### src/rtl/wb_i2c_seq_if.sv
// Request/response and Wishbone signals of the I2C transfer sequencer.
// The master modport is the sequencer; the slave modport is its environment (requester plus I2C core).
interface wb_i2c_seq_if;
  logic       req_valid;
  logic       req_ready;
  logic       req_rnw;
  logic [6:0] req_dev;
  logic [7:0] req_data;
  logic       rsp_valid;
  logic [7:0] rsp_data;
  logic       rsp_nack;
  logic       rsp_err;
  logic [2:0] wb_adr_o;
  logic [7:0] wb_dat_o;
  logic [7:0] wb_dat_i;
  logic       wb_we_o;
  logic       wb_stb_o;
  logic       wb_cyc_o;
  logic       wb_ack_i;
  logic       wb_inta_i;

  // Handshake: a request transfers on a clock edge where req_valid && req_ready;
  // rsp_valid is a single-cycle pulse with no backpressure; a Wishbone cycle
  // holds cyc/stb/we/adr/dat stable until the edge that samples wb_ack_i=1.
  modport master (
    input  req_valid, req_rnw, req_dev, req_data, wb_dat_i, wb_ack_i, wb_inta_i,
    output req_ready, rsp_valid, rsp_data, rsp_nack, rsp_err,
           wb_adr_o, wb_dat_o, wb_we_o, wb_stb_o, wb_cyc_o
  );

  modport slave (
    output req_valid, req_rnw, req_dev, req_data, wb_dat_i, wb_ack_i, wb_inta_i,
    input  req_ready, rsp_valid, rsp_data, rsp_nack, rsp_err,
           wb_adr_o, wb_dat_o, wb_we_o, wb_stb_o, wb_cyc_o
  );
endinterface

### src/rtl/wb_i2c_seq.sv
// Wishbone master that drives an I2C master core through single-byte transfers.
// Optional macro WB_I2C_SEQ_IRQ_EN: wait on wb_inta_i instead of polling SR, with IACK set.
module wb_i2c_seq #(
  parameter logic [15:0] PRESCALE    = 16'h00C7,
  parameter int          ACK_TIMEOUT = 16,
  parameter int          POLL_GAP    = 4
) (
  input  logic             wb_clk_i,
  input  logic             arst_i,
  wb_i2c_seq_if.master     bus,
  output logic [3:0]       dbg_state
);

  localparam logic [3:0] S_INIT_PLO = 4'd0;
  localparam logic [3:0] S_INIT_PHI = 4'd1;
  localparam logic [3:0] S_INIT_CTR = 4'd2;
  localparam logic [3:0] S_IDLE     = 4'd3;
  localparam logic [3:0] S_TX_ADDR  = 4'd4;
  localparam logic [3:0] S_CR_START = 4'd5;
  localparam logic [3:0] S_WAIT     = 4'd6;
  localparam logic [3:0] S_CR_STOP  = 4'd7;
  localparam logic [3:0] S_TX_DATA  = 4'd8;
  localparam logic [3:0] S_CR_WSTO  = 4'd9;
  localparam logic [3:0] S_CR_RSTO  = 4'd10;
  localparam logic [3:0] S_RD_RXR   = 4'd11;
  localparam logic [3:0] S_RESP     = 4'd12;

  localparam logic [1:0] PH_ADDR  = 2'd0;
  localparam logic [1:0] PH_STOP  = 2'd1;
  localparam logic [1:0] PH_WDATA = 2'd2;
  localparam logic [1:0] PH_RDATA = 2'd3;

  localparam logic [2:0] REG_PLO = 3'd0;
  localparam logic [2:0] REG_PHI = 3'd1;
  localparam logic [2:0] REG_CTR = 3'd2;
  localparam logic [2:0] REG_TXR = 3'd3;
  localparam logic [2:0] REG_CR  = 3'd4;

  localparam int TW = $clog2(ACK_TIMEOUT + 1);

  logic [3:0]    state;
  logic [1:0]    phase;
  logic          cyc_q;
  logic          we_q;
  logic [2:0]    adr_q;
  logic [7:0]    dat_q;
  logic [TW-1:0] ack_cnt;
  logic          rnw_q;
  logic [6:0]    dev_q;
  logic [7:0]    data_q;
  logic [7:0]    pend_data;
  logic          pend_nack;
  logic          pend_err;
  logic          rsp_valid_q;
  logic [7:0]    rsp_data_q;
  logic          rsp_nack_q;
  logic          rsp_err_q;

  logic          acc_go;
  logic          acc_we;
  logic [2:0]    acc_adr;
  logic [7:0]    acc_dat;
  logic          poll_now;
  logic [7:0]    ctr_val;
  logic [7:0]    iack;
  logic          is_cr_write;

  assign is_cr_write = (state == S_CR_START) || (state == S_CR_STOP) ||
                       (state == S_CR_WSTO)  || (state == S_CR_RSTO);

`ifdef WB_I2C_SEQ_IRQ_EN
  localparam int unused_poll_gap = POLL_GAP;
  // The very first CR write after reset has no pending interrupt to acknowledge.
  logic cr_seen;

  always_ff @(posedge wb_clk_i or negedge arst_i) begin
    if (!arst_i)
      cr_seen <= 1'b0;
    else if (cyc_q && bus.wb_ack_i && is_cr_write)
      cr_seen <= 1'b1;
  end

  assign ctr_val  = 8'hC0;
  assign iack     = {7'd0, cr_seen};
  assign poll_now = bus.wb_inta_i;
`else
  localparam int GW = $clog2(POLL_GAP + 2);
  logic [GW-1:0] gap_cnt;
  logic          unused_inta;

  assign unused_inta = bus.wb_inta_i;

  always_ff @(posedge wb_clk_i or negedge arst_i) begin
    if (!arst_i)
      gap_cnt <= '0;
    else if (cyc_q && bus.wb_ack_i && (is_cr_write || state == S_WAIT))
      gap_cnt <= GW'(POLL_GAP);
    else if (!cyc_q && state == S_WAIT && gap_cnt != '0)
      gap_cnt <= gap_cnt - 1'b1;
  end

  assign ctr_val  = 8'h80;
  assign iack     = 8'h00;
  assign poll_now = (gap_cnt == '0);
`endif

  // What bus access the current state wants to launch once the bus is idle.
  always_comb begin
    acc_go  = 1'b0;
    acc_we  = 1'b1;
    acc_adr = REG_PLO;
    acc_dat = 8'h00;
    case (state)
      S_INIT_PLO: begin acc_go = 1'b1; acc_adr = REG_PLO; acc_dat = PRESCALE[7:0];  end
      S_INIT_PHI: begin acc_go = 1'b1; acc_adr = REG_PHI; acc_dat = PRESCALE[15:8]; end
      S_INIT_CTR: begin acc_go = 1'b1; acc_adr = REG_CTR; acc_dat = ctr_val;        end
      S_TX_ADDR:  begin acc_go = 1'b1; acc_adr = REG_TXR; acc_dat = {dev_q, rnw_q}; end
      S_CR_START: begin acc_go = 1'b1; acc_adr = REG_CR;  acc_dat = 8'h90 | iack;   end
      S_CR_STOP:  begin acc_go = 1'b1; acc_adr = REG_CR;  acc_dat = 8'h40 | iack;   end
      S_TX_DATA:  begin acc_go = 1'b1; acc_adr = REG_TXR; acc_dat = data_q;         end
      S_CR_WSTO:  begin acc_go = 1'b1; acc_adr = REG_CR;  acc_dat = 8'h50 | iack;   end
      S_CR_RSTO:  begin acc_go = 1'b1; acc_adr = REG_CR;  acc_dat = 8'h68 | iack;   end
      S_WAIT:     begin acc_go = poll_now; acc_we = 1'b0; acc_adr = REG_CR;        end
      S_RD_RXR:   begin acc_go = 1'b1; acc_we = 1'b0; acc_adr = REG_TXR;           end
      default:    ;
    endcase
  end

  always_ff @(posedge wb_clk_i or negedge arst_i) begin
    if (!arst_i) begin
      state       <= S_INIT_PLO;
      phase       <= PH_ADDR;
      cyc_q       <= 1'b0;
      we_q        <= 1'b0;
      adr_q       <= 3'd0;
      dat_q       <= 8'h00;
      ack_cnt     <= '0;
      rnw_q       <= 1'b0;
      dev_q       <= 7'd0;
      data_q      <= 8'h00;
      pend_data   <= 8'h00;
      pend_nack   <= 1'b0;
      pend_err    <= 1'b0;
      rsp_valid_q <= 1'b0;
      rsp_data_q  <= 8'h00;
      rsp_nack_q  <= 1'b0;
      rsp_err_q   <= 1'b0;
    end else begin
      rsp_valid_q <= 1'b0;
      if (cyc_q) begin
        if (bus.wb_ack_i) begin
          cyc_q   <= 1'b0;
          ack_cnt <= '0;
          case (state)
            S_INIT_PLO: state <= S_INIT_PHI;
            S_INIT_PHI: state <= S_INIT_CTR;
            S_INIT_CTR: state <= S_IDLE;
            S_TX_ADDR:  state <= S_CR_START;
            S_CR_START: begin state <= S_WAIT; phase <= PH_ADDR;  end
            S_CR_STOP:  begin state <= S_WAIT; phase <= PH_STOP;  end
            S_TX_DATA:  state <= S_CR_WSTO;
            S_CR_WSTO:  begin state <= S_WAIT; phase <= PH_WDATA; end
            S_CR_RSTO:  begin state <= S_WAIT; phase <= PH_RDATA; end
            S_RD_RXR:   begin pend_data <= bus.wb_dat_i; state <= S_RESP; end
            S_WAIT: begin
              // SR[1] is TIP, SR[7] is RxACK (1 = slave did not acknowledge).
              if (!bus.wb_dat_i[1]) begin
                case (phase)
                  PH_ADDR: begin
                    if (bus.wb_dat_i[7])
                      state <= S_CR_STOP;
                    else if (rnw_q)
                      state <= S_CR_RSTO;
                    else
                      state <= S_TX_DATA;
                  end
                  PH_STOP:  begin pend_nack <= 1'b1; state <= S_RESP; end
                  PH_WDATA: begin pend_nack <= bus.wb_dat_i[7]; state <= S_RESP; end
                  default:  state <= S_RD_RXR;
                endcase
              end
            end
            default: state <= S_IDLE;
          endcase
        end else if (ack_cnt == TW'(ACK_TIMEOUT - 1)) begin
          cyc_q     <= 1'b0;
          ack_cnt   <= '0;
          pend_err  <= 1'b1;
          pend_nack <= 1'b0;
          state     <= S_RESP;
        end else begin
          ack_cnt <= ack_cnt + 1'b1;
        end
      end else begin
        case (state)
          S_IDLE: begin
            if (bus.req_valid) begin
              rnw_q     <= bus.req_rnw;
              dev_q     <= bus.req_dev;
              data_q    <= bus.req_data;
              pend_data <= 8'h00;
              pend_nack <= 1'b0;
              pend_err  <= 1'b0;
              state     <= S_TX_ADDR;
            end
          end
          S_RESP: begin
            rsp_valid_q <= 1'b1;
            rsp_data_q  <= pend_data;
            rsp_nack_q  <= pend_nack;
            rsp_err_q   <= pend_err;
            state       <= S_IDLE;
          end
          default: ;
        endcase
        if (acc_go) begin
          cyc_q <= 1'b1;
          we_q  <= acc_we;
          adr_q <= acc_adr;
          dat_q <= acc_dat;
        end
      end
    end
  end

  assign bus.req_ready = (state == S_IDLE);
  assign bus.rsp_valid = rsp_valid_q;
  assign bus.rsp_data  = rsp_data_q;
  assign bus.rsp_nack  = rsp_nack_q;
  assign bus.rsp_err   = rsp_err_q;
  assign bus.wb_cyc_o  = cyc_q;
  assign bus.wb_stb_o  = cyc_q;
  assign bus.wb_we_o   = we_q;
  assign bus.wb_adr_o  = adr_q;
  assign bus.wb_dat_o  = dat_q;
  assign dbg_state     = state;

endmodule

### src/flat_wrapper.sv
// flat-port wrapper written by rule: the top's interface ports become plain ports
module wb_i2c_seq_flat 
#(
  parameter logic [15:0] PRESCALE    = 16'h00C7,
  parameter int          ACK_TIMEOUT = 16,
  parameter int          POLL_GAP    = 4
)
  (wb_clk_i, arst_i, dbg_state, bus_req_valid, bus_req_rnw, bus_req_dev, bus_req_data, bus_wb_dat_i, bus_wb_ack_i, bus_wb_inta_i, bus_req_ready, bus_rsp_valid, bus_rsp_data, bus_rsp_nack, bus_rsp_err, bus_wb_adr_o, bus_wb_dat_o, bus_wb_we_o, bus_wb_stb_o, bus_wb_cyc_o);
  wb_i2c_seq_if bus_i ();
  input  logic wb_clk_i;
  input  logic arst_i;
  output logic [3:0] dbg_state;
  input wire logic [$bits(bus_i.req_valid)-1:0] bus_req_valid;
  input wire logic [$bits(bus_i.req_rnw)-1:0] bus_req_rnw;
  input wire logic [$bits(bus_i.req_dev)-1:0] bus_req_dev;
  input wire logic [$bits(bus_i.req_data)-1:0] bus_req_data;
  input wire logic [$bits(bus_i.wb_dat_i)-1:0] bus_wb_dat_i;
  input wire logic [$bits(bus_i.wb_ack_i)-1:0] bus_wb_ack_i;
  input wire logic [$bits(bus_i.wb_inta_i)-1:0] bus_wb_inta_i;
  output wire logic [$bits(bus_i.req_ready)-1:0] bus_req_ready;
  output wire logic [$bits(bus_i.rsp_valid)-1:0] bus_rsp_valid;
  output wire logic [$bits(bus_i.rsp_data)-1:0] bus_rsp_data;
  output wire logic [$bits(bus_i.rsp_nack)-1:0] bus_rsp_nack;
  output wire logic [$bits(bus_i.rsp_err)-1:0] bus_rsp_err;
  output wire logic [$bits(bus_i.wb_adr_o)-1:0] bus_wb_adr_o;
  output wire logic [$bits(bus_i.wb_dat_o)-1:0] bus_wb_dat_o;
  output wire logic [$bits(bus_i.wb_we_o)-1:0] bus_wb_we_o;
  output wire logic [$bits(bus_i.wb_stb_o)-1:0] bus_wb_stb_o;
  output wire logic [$bits(bus_i.wb_cyc_o)-1:0] bus_wb_cyc_o;
  assign bus_i.req_valid = bus_req_valid;
  assign bus_i.req_rnw = bus_req_rnw;
  assign bus_i.req_dev = bus_req_dev;
  assign bus_i.req_data = bus_req_data;
  assign bus_i.wb_dat_i = bus_wb_dat_i;
  assign bus_i.wb_ack_i = bus_wb_ack_i;
  assign bus_i.wb_inta_i = bus_wb_inta_i;
  assign bus_req_ready = bus_i.req_ready;
  assign bus_rsp_valid = bus_i.rsp_valid;
  assign bus_rsp_data = bus_i.rsp_data;
  assign bus_rsp_nack = bus_i.rsp_nack;
  assign bus_rsp_err = bus_i.rsp_err;
  assign bus_wb_adr_o = bus_i.wb_adr_o;
  assign bus_wb_dat_o = bus_i.wb_dat_o;
  assign bus_wb_we_o = bus_i.wb_we_o;
  assign bus_wb_stb_o = bus_i.wb_stb_o;
  assign bus_wb_cyc_o = bus_i.wb_cyc_o;
  wb_i2c_seq #(.PRESCALE(PRESCALE), .ACK_TIMEOUT(ACK_TIMEOUT), .POLL_GAP(POLL_GAP)) u_core (.wb_clk_i(wb_clk_i), .arst_i(arst_i), .bus(bus_i), .dbg_state(dbg_state));
endmodule
### config.mk
export PLATFORM = sky130hd
export DESIGN_NAME = wb_i2c_seq_flat
export DESIGN_NICKNAME = d
export VERILOG_FILES = /design/src/rtl/wb_i2c_seq_if.sv /design/src/rtl/wb_i2c_seq.sv /design/src/flat_wrapper.sv
export SDC_FILE = /design/constraint.sdc
export NUM_CORES = 1
export LEC_CHECK = 0
export BUFFER_PORTS_ARGS = -buffer_cell sky130_fd_sc_hd__buf_2
export CAP_MARGIN = 20
export CORE_MARGIN = 2
export CORE_UTILIZATION = 54
export CTS_CLUSTER_DIAMETER = 80
export DETAILED_ROUTE_END_ITERATION = 7
export PLACE_DENSITY = 0.87
export SYNTH_ARGS = -nofsm -noshare
export SYNTH_HDL_FRONTEND = slang
export SYNTH_SLANG_ARGS = --single-unit
### constraint.sdc
create_clock -name wb_clk_i -period 3.6 [get_ports wb_clk_i]
set_input_delay 0.72 -clock wb_clk_i [delete_from_list [all_inputs] [get_ports wb_clk_i]]
set_output_delay 0.72 -clock wb_clk_i [all_outputs]
set_load 0.02 [all_outputs]
# After elaboration in Yosys (flattened, before gate mapping)

Cells that the tools add are included.

Equal/unequal tests: 25
Muxes and demuxes: 41
Reductions and logical operators: 32
$add $sub $neg: 2
Bitwise logic cells: 1

Operators with widths:

| cell                                                 | count |
|---|---|
| one-hot mux 8 bit (8 select lines)                   | 1 |
| two-way mux 8 bit                                    | 5 |
| one-hot mux 4 bit (7 select lines)                   | 1 |
| two-way mux 4 bit                                    | 6 |
| equality test 4 bit (second input constant)          | 5 |
| two-way mux 1 bit                                    | 17 |
| equality test 4 x 3 -> 1 bit (second input constant) | 4 |
| one-hot mux 4 bit (2 select lines)                   | 2 |
| one-hot mux 3 bit (4 select lines)                   | 1 |
| AND reduction 4 bit                                  | 3 |
| two-way mux 5 bit                                    | 2 |
| OR reduction 10 bit                                  | 1 |
| inequality test 3 bit (second input constant)        | 3 |
| equality test 4 x 2 -> 1 bit (second input constant) | 2 |
| inequality test 2 bit (second input constant)        | 4 |
| inequality test 4 bit (second input constant)        | 2 |
| one-hot mux 2 bit (4 select lines)                   | 1 |
| two-way mux 3 bit                                    | 2 |
| AND reduction 3 bit                                  | 2 |
| AND reduction 6 bit                                  | 1 |
| nonzero test 2 bit                                   | 3 |
| nonzero test 3 bit                                   | 2 |
| adder 5 x 1 -> 5 bit (second input constant)         | 1 |
| equality test 5 x 4 -> 1 bit (second input constant) | 1 |
| other kinds (20)                                     | 29 |

Input port bits: 29
Register bits: 64
Output and inout bits: 30
Logic and storage cells: 119

# Logic depth before layout (Yosys ltp)

Word-level depth: 7
Depth in mapped cells: 7
Gate-level depth less buffers: 6

# Worst setup path after synthesis

OpenSTA, ideal clock, no wires.

Path type: input to register
Start point: in bus_wb_ack_i
End point: reg u_core.pend_data[5]
Library setup time: 0.128 ns
Slack: 1.754 ns
Data arrival time: 1.719 ns
Path buffers: 2
Stages on the path: 5
Required time: 3.472 ns
Cells stage by stage: clkbuf_1 > and3_1 > o2111ai_1 > buf_2 > o21ai_0

Word-level cells in the longest chain between the ends: 2

Ends and longest elaborated chain:

| item                            | RTL line           | source |
|---|---|---|
| from (decl)                     | flat_wrapper.sv:18 | `input wire logic [$bits(bus_i.wb_ack_i)-1:0] bus_wb_ack_i;` |
| inequality test 2 bit (no line) | --                 |  |
| AND reduction 4 bit (no line)   | --                 |  |
| to (signal assigned)            | wb_i2c_seq.sv:141  | `pend_data <= 8'h00;` |
| to (signal assigned)            | wb_i2c_seq.sv:164  | `S_RD_RXR: begin pend_data <= bus.wb_dat_i; state <= S_RESP; end` |
| to (signal assigned)            | wb_i2c_seq.sv:201  | `pend_data <= 8'h00;` |
| to (decl)                       | wb_i2c_seq.sv:51   | `logic [7:0] pend_data;` |

No other way between the ends.
A chain may end at the register's enable or synchronous reset.

# Worst setup path after layout

Start point: reg u_core.state[0] (netlist: u_core.dbg_state[0])
End point: out bus_req_ready

Word-level cells in the longest chain between the ends: 1

Ends and longest elaborated chain:

| item                         | RTL line           | source |
|---|---|---|
| from (decl)                  | wb_i2c_seq.sv:41   | `logic [3:0] state;` |
| from (signal assigned)       | wb_i2c_seq.sv:131  | `state <= S_INIT_PLO;` |
| from (signal assigned)       | wb_i2c_seq.sv:155  | `S_INIT_PLO: state <= S_INIT_PHI;` |
| from (signal assigned)       | wb_i2c_seq.sv:156  | `S_INIT_PHI: state <= S_INIT_CTR;` |
| equality test 4 x 2 -> 1 bit | wb_i2c_seq.sv:226  | `assign bus.req_ready = (state == S_IDLE);` |
| to (decl)                    | flat_wrapper.sv:20 | `output wire logic [$bits(bus_i.req_ready)-1:0] bus_req_ready;` |

No other way between the ends.

==> run summary <==
critical path's slowest cell -> dfrtp_1
outcome -> finished clean
synth unique cells -> 55
Slew @ Worst Pin -> 1.03 ns
num rows -> 28
final setup violation count -> 0
post-layout min period -> 2.64 ns
htree depth -> 3
FFs w/ async S/R, synth -> 1.00
Tot Pwr -> 3.16 mW
crit start category -> flip-flop
Clock Sinks -> 64
initial antenna violation count -> 0
HP Class -> flip-flop to flip-flop
Synth Register Bits -> 64
# IOs -> 59
CTS tree -> yes
Layout area overhead -> 13.0%
vias in the first global route -> 2371
Slew HR -> 0.313
FMAX -> 0.379 GHz
Die Y-Extent -> 81.8 um
Post-CTS Setup Bufs -> 0
share of cells above drive strength 1 -> 0.307
drt wl/cell -> 15.8 um
clock-pin slew on the worst setup and hold paths -> 0.06 ns
largest net degree at the start of global routing -> 46
Vias/cell -> 5.79
Final Wtd Congestion -> 0.822
DRT Pass-1 Iters -> 4
antenna viol nets, final -> 0
Setup CP Type -> flip-flop to primary output
number of fill cells in the layout -> 493
Max clock buf depth -> 2
commonest non-fill, non-tap cell in the layout -> dfrtp_1
Critical Path Max Stage Delay -> 0.84 ns
Residual DRC -> 0
# diodes -> 0
Critical Path End Type -> primary output
Max Slew Vio Count -> 0
Post-synth EDFFs -> 0
Final HPWL DP -> 4680 um
final WL -> 6780 um
total negative slack -> 0 ns
Yosys warnings -> 0
Worst Path Arrival -> 1.92 ns
Hold-fix buffers, CTS -> 0
final hold vios -> 0
Post-Syn Area -> 3270 um^2
DP Area -> 3550 um^2
CP Data Required Time -> 2.88 ns
commonest cells after routing, fill and taps aside -> dfrtp_1, buf_2, nand2_1, mux2_2, o21ai_0
cell leakage power -> 1.80 nW
full die area -> 6690 um^2
Core Box Area -> 5890 um^2
nets@finish -> 389
global router's overall resource usage -> 0.219
post-synthesis cell count -> 302
unrepaired setup endpoints after global routing -> no
PostCTS Resize Cnt -> 0
gr ovfl total -> 0
crit-path max FO -> 25
max-cap viol count -> 0
Die Span X -> 81.8 um
clk_skew -> 0.00839 ns
crit-path cells -> and4bb_1 > buf_2
final period utilization -> 0.733
CTS Root Cell -> clkbuf_8
CTS buffer count -> 9
Syn Nets -> 338
Buffers on Ports -> 57
syn avg cell area -> 10.8 um^2
first-pass GRT wire length -> 10900 um
detailed-route via count -> 2489
post-layout instance area -> 3690 um^2
PwrDens -> 855 nW/um^2
Max VDD drop -> 0.000439 V
initial DRC count -> 161
sequential area share after synthesis -> 0.490
Initial Util -> 0.555
worst-skew pair later-pin latency -> 0.34 ns
ys flop type -> dfrtp_1
==> Yosys cell counts, types with 3 or more instances <==
| master | instances | share of area |
|---|---|---|
| dfrtp_1 | 64 | 0.49 |
| a211oi_1 | 5 | 0.011 |
| and3_1 | 4 | 0.0077 |
| mux2i_1 | 6 | 0.018 |
| nand2b_1 | 3 | 0.0057 |
| ha_1 | 7 | 0.027 |
| a31oi_1 | 3 | 0.0057 |
| a21oi_1 | 15 | 0.023 |
| o22ai_1 | 4 | 0.0077 |
| nand3_1 | 4 | 0.0061 |
| mux2_2 | 29 | 0.10 |
| nor3b_1 | 3 | 0.0069 |
| nor2_1 | 9 | 0.010 |
| a21o_1 | 6 | 0.014 |
| nand2_1 | 31 | 0.036 |
| o21ai_0 | 20 | 0.031 |
| mux2_1 | 4 | 0.014 |
| clkbuf_1 | 3 | 0.0034 |
| buf_2 | 10 | 0.015 |
| nor3_1 | 3 | 0.0046 |
| inv_1 | 19 | 0.022 |
| nor2b_1 | 5 | 0.0096 |
| buf_4 | 4 | 0.0092 |
| or2_2 | 3 | 0.0057 |
==> area by class of cell <==
| type | count | area (um^2) | area share |
|---|---|---|---|
| clock buffer | 11 | 131 | 0.0356 |
| clock inverter | 2 | 10.0 | 0.00271 |
| inverter | 19 | 71.3 | 0.0193 |
| multi-input combinational | 199 | 1480 | 0.400 |
| sequential | 64 | 1600 | 0.434 |
| tap | 75 | 93.8 | 0.0254 |
| timing repair buffer | 60 | 308 | 0.0833 |
==> critical path: cells and delay by family, from the launching register on <==
family                 cells  cell delay [ns]
buffers and inverters      1             0.25
DFF                        1             0.84
and+or+nand+nor            1             0.49
==> path summary, 6_finish.rpt <==
| check | startpoint | to | slack, ns | cells past startpoint |
|---|---|---|---|---|
| worst max-delay path | u_core.dbg_state[0] | bus_req_ready | 0.96 | 2 |
| worst min-delay path | u_core.bus.wb_we_o | u_core.bus.wb_we_o | 0.48 | 1 |
| worst max register to register | u_core.dbg_state[2] | u_core.bus.rsp_err | 1.02 | 3 |
| worst min register to register | u_core.bus.wb_we_o | u_core.bus.wb_we_o | 0.48 | 1 |
| max in group asynchronous | arst_i | u_core.bus.wb_adr_o[2] | 2.29 | 2 |
| min in group asynchronous | arst_i | u_core.pend_data[6] | 0.53 | 1 |
==> through the flow <==
step	util	setup slack [ns]	hold WS (ns)	instances
4_1_cts	0.628	0.953	0.488	430
3_5_place_dp	0.604	1.05	0.473	417
3_3_place_gp	0.604	1.08	0.458	417
6_report	0.628	0.960	0.483	430
2_1_floorplan	-	1.75	0.424	302
5_1_grt	0.628	0.826	0.512	430
==> state kept, by name, indices dropped and copies added (netlist names) <==
signal and flops:
u_core.dev_q 7, u_core.bus.rsp_data 8, u_core.pend_data 8, u_core.dbg_state 4, u_core.bus.wb_adr_o 3, u_core.bus.rsp_nack 1, u_core.bus.rsp_valid 1, u_core.ack_cnt 5
u_core.bus.wb_dat_o 8, u_core.rnw_q 1, u_core.bus.rsp_err 1, u_core.data_q 8, u_core.pend_nack 1, u_core.bus.wb_we_o 1, u_core.pend_err 1, u_core.gap_cnt 3
u_core.bus.wb_cyc_o 1, u_core.phase 2
==> kinds of logic (layout without fill, tap and decap cells) <==
group | count (synthesis) | in the layout | share of synthesized area
AO/OA/AOI/OAI | 75 | 75 | 0.153
XOR/XNOR | 1 | 1 | 0.00268
adder cells (fa/ha/maj) | 7 | 7 | 0.0268
buffers and inverters | 39 | 92 | 0.0578
flip-flops | 64 | 64 | 0.490
multiplexers | 39 | 39 | 0.132
AND/OR/NAND/NOR | 77 | 77 | 0.137
==> power breakdown <==
part           switching [mW]  internal, mW  leakage, nW
combinational           0.761         0.615        0.904
clock                   0.243         0.236       0.0749
sequential              0.312         0.992        0.820
total                    1.32          1.84         1.80
==> routing by layer <==
metal,vias to the layer above,GRT usage,wire length [um]
met5,-,0,0
met4,0,0.115,170
met3,19,0.0440,417
met2,88,0.360,3290
met1,1210,0.273,2900
li1,1172,-,-
Power figures use the tool's default switching activity.
